===== src/rtl/sseg_view_sched.sv =====
// rtl/sseg_view_sched.sv - game-level view scheduler for the 4-digit 7-seg display
module sseg_view_sched #(
  parameter int TICKS_PER_SEC = 65_000_000,
  parameter int TURN_SECS     = 15,
  parameter int BLINK_TICKS   = 32_500_000,
  parameter int MAX_SCORE     = 15
) (
  input  logic       clk,
  input  logic       rst,
  input  logic       game_start,
  input  logic       game_over,
  input  logic       turn_start,
  input  logic       turn_end,
  input  logic       player_sel,
  input  logic       hit_p1,
  input  logic       hit_p2,
  output logic [3:0] num_1,
  output logic [3:0] num_2,
  output logic       disp_en,
  output logic       timeout,
  output logic [3:0] score_p1,
  output logic [3:0] score_p2
);

  localparam int TW = (TICKS_PER_SEC > 2) ? $clog2(TICKS_PER_SEC) : 1;
  localparam int BW = (BLINK_TICKS > 2) ? $clog2(BLINK_TICKS) : 1;
  localparam logic [TW-1:0] TICK_LAST  = TW'(TICKS_PER_SEC - 1);
  localparam logic [BW-1:0] BLINK_LAST = BW'(BLINK_TICKS - 1);
  localparam logic [3:0]    SECS_INIT  = 4'(TURN_SECS);
  localparam logic [3:0]    SCORE_MAX  = 4'(MAX_SCORE);

  typedef enum logic [1:0] {S_IDLE, S_SCORE, S_TIMER, S_END} state_t;

  state_t        r_state, w_state_nxt;
  logic [TW-1:0] r_tick, w_tick_nxt;
  logic [3:0]    r_sec, w_sec_nxt;
  logic          r_player, w_player_nxt;
  logic [BW-1:0] r_blink, w_blink_nxt;
  logic          r_lit, w_lit_nxt;
  logic          r_expired, w_expired_nxt;
  logic [3:0]    r_score_p1, w_score_p1_nxt;
  logic [3:0]    r_score_p2, w_score_p2_nxt;
  logic [3:0]    r_num_1, r_num_2;
  logic          r_disp_en, r_timeout;
  logic          w_active;
  logic          w_tick_wrap;

  assign w_active    = (r_state == S_SCORE) || (r_state == S_TIMER);
  assign w_tick_wrap = (r_tick == TICK_LAST);

  // Next-state: hits first, then the event priority chain overrides as needed
  always_comb begin
    w_state_nxt    = r_state;
    w_tick_nxt     = r_tick;
    w_sec_nxt      = r_sec;
    w_player_nxt   = r_player;
    w_blink_nxt    = r_blink;
    w_lit_nxt      = r_lit;
    w_expired_nxt  = 1'b0;
    w_score_p1_nxt = r_score_p1;
    w_score_p2_nxt = r_score_p2;

    if (w_active && hit_p1 && (r_score_p1 < SCORE_MAX)) w_score_p1_nxt = r_score_p1 + 4'd1;
    if (w_active && hit_p2 && (r_score_p2 < SCORE_MAX)) w_score_p2_nxt = r_score_p2 + 4'd1;

    if ((r_state != S_IDLE) && game_over) begin
      // the hit applied above still lands; the scores freeze from here on
      w_state_nxt = S_END;
      w_blink_nxt = '0;
      w_lit_nxt   = 1'b1;
    end else if (game_start) begin
      w_state_nxt    = S_SCORE;
      w_score_p1_nxt = 4'd0;
      w_score_p2_nxt = 4'd0;
      w_tick_nxt     = '0;
      w_sec_nxt      = 4'd0;
      w_blink_nxt    = '0;
      w_lit_nxt      = 1'b0;
    end else begin
      case (r_state)
        S_SCORE: begin
          if (turn_start) begin
            w_state_nxt  = S_TIMER;
            w_sec_nxt    = SECS_INIT;
            w_tick_nxt   = '0;
            w_player_nxt = player_sel;
          end
        end
        S_TIMER: begin
          if (turn_end) begin
            w_state_nxt = S_SCORE;
            w_tick_nxt  = '0;
          end else if (w_tick_wrap && (r_sec == 4'd0)) begin
            w_state_nxt   = S_SCORE;
            w_tick_nxt    = '0;
            w_expired_nxt = 1'b1;
          end else if (turn_start) begin
            w_sec_nxt    = SECS_INIT;
            w_tick_nxt   = '0;
            w_player_nxt = player_sel;
          end else if (w_tick_wrap) begin
            w_tick_nxt = '0;
            w_sec_nxt  = r_sec - 4'd1;
          end else begin
            w_tick_nxt = r_tick + TW'(1);
          end
        end
        S_END: begin
          if (r_blink == BLINK_LAST) begin
            w_blink_nxt = '0;
            w_lit_nxt   = ~r_lit;
          end else begin
            w_blink_nxt = r_blink + BW'(1);
          end
        end
        default: ;
      endcase
    end
  end

  // State, counter and score registers
  always_ff @(posedge clk) begin
    if (rst) begin
      r_state    <= S_IDLE;
      r_tick     <= '0;
      r_sec      <= 4'd0;
      r_player   <= 1'b0;
      r_blink    <= '0;
      r_lit      <= 1'b0;
      r_expired  <= 1'b0;
      r_score_p1 <= 4'd0;
      r_score_p2 <= 4'd0;
    end else begin
      r_state    <= w_state_nxt;
      r_tick     <= w_tick_nxt;
      r_sec      <= w_sec_nxt;
      r_player   <= w_player_nxt;
      r_blink    <= w_blink_nxt;
      r_lit      <= w_lit_nxt;
      r_expired  <= w_expired_nxt;
      r_score_p1 <= w_score_p1_nxt;
      r_score_p2 <= w_score_p2_nxt;
    end
  end

  // Registered view: decoded from the current state, visible one edge later
  always_ff @(posedge clk) begin
    if (rst) begin
      r_num_1   <= 4'd0;
      r_num_2   <= 4'd0;
      r_disp_en <= 1'b0;
      r_timeout <= 1'b0;
    end else begin
      r_timeout <= r_expired;
      case (r_state)
        S_SCORE: begin
          r_num_1   <= r_score_p1;
          r_num_2   <= r_score_p2;
          r_disp_en <= 1'b1;
        end
        S_TIMER: begin
          r_num_1   <= {3'b000, r_player} + 4'd1;
          r_num_2   <= r_sec;
          r_disp_en <= 1'b1;
        end
        S_END: begin
          r_num_1   <= r_score_p1;
          r_num_2   <= r_score_p2;
          r_disp_en <= r_lit;
        end
        default: begin
          r_num_1   <= 4'd0;
          r_num_2   <= 4'd0;
          r_disp_en <= 1'b0;
        end
      endcase
    end
  end

  assign num_1    = r_num_1;
  assign num_2    = r_num_2;
  assign disp_en  = r_disp_en;
  assign timeout  = r_timeout;
  assign score_p1 = r_score_p1;
  assign score_p2 = r_score_p2;

endmodule


===== config.mk =====
export PLATFORM = sky130hd
export DESIGN_NAME = sseg_view_sched
export DESIGN_NICKNAME = d
export VERILOG_FILES = /design/src/rtl/sseg_view_sched.sv
export SDC_FILE = /design/constraint.sdc
export NUM_CORES = 1
export LEC_CHECK = 0
export BUFFER_PORTS_ARGS = -buffer_cell sky130_fd_sc_hd__clkbuf_2
export CORE_ASPECT_RATIO = 1.2
export CORE_UTILIZATION = 60
export DETAILED_ROUTE_END_ITERATION = 8
export MAX_ROUTING_LAYER = met4
export PLACE_DENSITY = 0.81
export SLEW_MARGIN = 20
export SYNTH_ARGS = -nofsm -noshare
export SYNTH_HDL_FRONTEND = slang
export SYNTH_SLANG_ARGS = --single-unit

===== constraint.sdc =====
create_clock -name clk -period 5.04 [get_ports clk]
set_clock_uncertainty 0.05 [all_clocks]
set_input_delay 1.008 -clock clk [delete_from_list [all_inputs] [get_ports clk]]
set_output_delay 1.008 -clock clk [all_outputs]
set_load 0.03 [all_outputs]

==> results by group <==
Synth
  – Post-synth EDFFs: 0
  – Syn Area/Cell: 8.860 µm²
  – Yosys Warn Count: 0
  – Top post-synthesis cells by count: nor2_1, dfxtp_1, xor2_1, nand3_1, xnor2_1
  – Largest area contributor in the netlist: dfxtp_1
  – Most numerous cell in the Yosys netlist: nor2_1
  – Seq/Total Area, Yosys: 0.4226
  – Cells after Synth: 417
  – Ys async rst share: 0
  – Syn_nets: 436
  – Post-synth top area share: 0.4226
  – Synth cell types: 54
  – #FFs+latches synth: between 70 and 80
  – Ys flop type: dfxtp_1
  – Mapped Area: 3695 µm²
  – Top post-synthesis cells by area: dfxtp_1, nor2_1, xor2_1, xnor2_1, ha_1

Power and ir drop
  – Switching part of the total power: 0.2628
  – Combinational Power Share: 0.125
  – Seq pwr share: 0.469
  – Cell Int Power: 0.001025 W
  – Clock group share of total power: 0.406
  – Peak supply drop: 0.1973 mV
  – Leakage: 1.462 nW
  – Pwr/cell area: between 300 and 400 nW/µm²
  – Psw: 0.0003655 W

Timing
  – Final TNS setup: 0 ns
  – Final-report hold violation count: 0
  – Worst setup margin: 2.312 ns
  – Slew @ Worst Pin: 0.9899 ns
  – Tmin final: 2.728 ns
  – Endpoints failing setup: 0
  – Final Slew Violations: 0
  – Unrepaired setup endpoints after global routing: false
  – Max Clk Rate: between 300 and 400 MHz
  – Fin crit share: 0.5413
  – Slew headroom: 0.3396

Clocking
  – TritonCTS Sinks: 78
  – Max Root-Sink Buffers: 2
  – Num CTS Buffers: 9
  – Clk slew on worst S/H paths: 0.08 ns
  – CTS Hold Buffers Added: 0
  – Worst-skew pair later-pin latency: around 0.36 ns
  – Buffer count from post-CTS setup fixing: 0
  – H-tree depth: 3
  – Root Buffer Master: clkbuf_8
  – CTS tree: done
  – Gates resized, CTS repair: 0

Floorplan
  – Die Span Y: 87.96 µm
  – Width of the die: 73.64 µm
  – Std cell rows: 30
  – I/O Pins: 27
  – Core area: 5781 µm²
  – Die ar.: between 6000 and 7000 µm²
  – Initial core utilization: 0.6392

Finish
  – Layout cells sized above 1: 0.1416
  – Layout Nets: 459
  – Seq. cell area: 1562 µm²
  – Layout area overhead: 11.24%
  – Fin area: about 4100 µm²
  – Ant diodes: 0
  – Area of the multi-input gates: 2021 µm²
  – Fill count: 484

Global routing
  – Vias in the first global route: 2755
  – GRT overflow: 0
  – All-Layer GR Usage: 0.2549
  – First-pass GRT wire length: 12340 µm
  – Largest net degree at the start of global routing: 27
  – Number of antenna violations at the first check in global routing: 0

Setup path
  – CP peak stage delay: 0.79 ns
  – Critical path's slowest cell: o21bai_2
  – Critical path class: register to register
  – CP Cell Sequence: inv_1, ha_1, nand2b_1, a21oi_1, buf_4, inv_1, o21bai_2, nor2_1
  – Worst EP required: 5.20 ns
  – Crit path launch type: register
  – Crit path top cell by count: inv_1
  – CP max FO: 26
  – Crit end category: register
  – Crit path DAT: 2.88 ns

Placed design
  – Final HPWL DP: between 5000 and 6000 µm
  – I/O Buffers: 26
  – Placed Instance Area: 3865 µm²
  – RePlAce Congestion: a little over 0.8
  – DP Worst Slack: 2.012 ns

Drt
  – DRC: 0
  – Vias per cell: 5.653
  – Post-route ant nets: 0
  – WL final: 7247 µm
  – DRT iter0 DRCs: roughly 150
  – Drt pass-1 iters: 4
  – Drt wl/cell: 13.80 µm
  – DR vias: approximately 3000

Worst hold path
  – Hold Path Class: register to register

Outcome
  – Outcome: finished clean

Job
  – Max-cap viol count: 0
stage by stage:
stage,cells,total power (W),utilization,hold WS (ns)
floorplan,417,0.0007997,-,0.3638
global placement,509,0.0008342,0.6686,0.3772
detailed placement,509,0.0008391,0.6686,0.3869
CTS,525,0.001398,0.7110,0.4043
global route,525,0.001447,0.7110,0.4105
finish,525,0.001391,0.7110,0.4037
layer usage:
metal / share of wire / global-route usage
met1: 0.45 / 0.2992
met2: 0.49 / 0.4187
met3: 0.035 / 0.04603
met4: 0.018 / 0.1206
met5: 0 / -
power groups by stage:
stage | logic (W) | clock network [W] | registers (W)
after floorplan | 0.000127 | 0 | 0.000673
after global placement | 0.000168 | 0 | 0.000666
after detailed placement | 0.000172 | 0 | 0.000667
after CTS | 0.000174 | 0.000572 | 0.000652
after global routing | 0.000194 | 0.000597 | 0.000656
final | 0.000174 | 0.000564 | 0.000653
layout make-up:
type / instances / area share
Clock inverter: 7 / 0.02953
Timing Repair Buffer: 27 / 0.03349
Sequential cell: 78 / 0.3799
Tap cell: 80 / 0.02435
Multi-Input combinational cell: 312 / 0.4916
Clock buffer: 9 / 0.03014
Inverter: 12 / 0.01096
worst max-delay path, delay by kind of cell (launching register included):
family | cells | cell delay (ns)
buffers and inverters | 3 | 0.41
AND/OR/NAND/NOR | 2 | 0.33
adder cells (fa/ha/maj) | 1 | 0.46
flip-flops | 1 | 0.37
AO/OA/AOI/OAI | 2 | 0.95
cells by family after synthesis:
group / share of synthesized area
multiplexers: 0.01355
XOR/XNOR: 0.1209
AND/OR/NAND/NOR: 0.2905
AO/OA/AOI/OAI: 0.08805
flip-flops: 0.4226
buffers and inverters: 0.03048
adder cells (fa/ha/maj): 0.03386
layout by cell type, fill, tap and decap left out, types with 6 or more instances in the layout:
cell type	n
clkbuf_2	26
nand3_1	23
nand2b_1	6
xor2_1	28
nand4_1	19
inv_1	12
nand2_1	21
nor3b_1	7
dfxtp_1	78
nor2_1	79
and4_1	7
a21oi_1	11
xnor2_1	23
nor3_1	11
ha_1	10
clkbuf_8	9
flip-flops by register name, indices dropped and copies added, names as in the netlist, 2 cells and up:
name      cells
num_2         4
r_blink      25
r_tick       26
r_sec         4
score_p2      4
score_p1      4
r_state       2
num_1         4
worst paths after layout:
kind                to  cells after the start  slack [ns]  startpoint
min reg2reg    timeout                      1        0.40   r_expired
min            timeout                      1        0.40   r_expired
max          r_tick[9]                      8        2.31  r_state[0]
max reg2reg  r_tick[9]                      8        2.31  r_state[0]
Power figures use the tool's default switching activity.
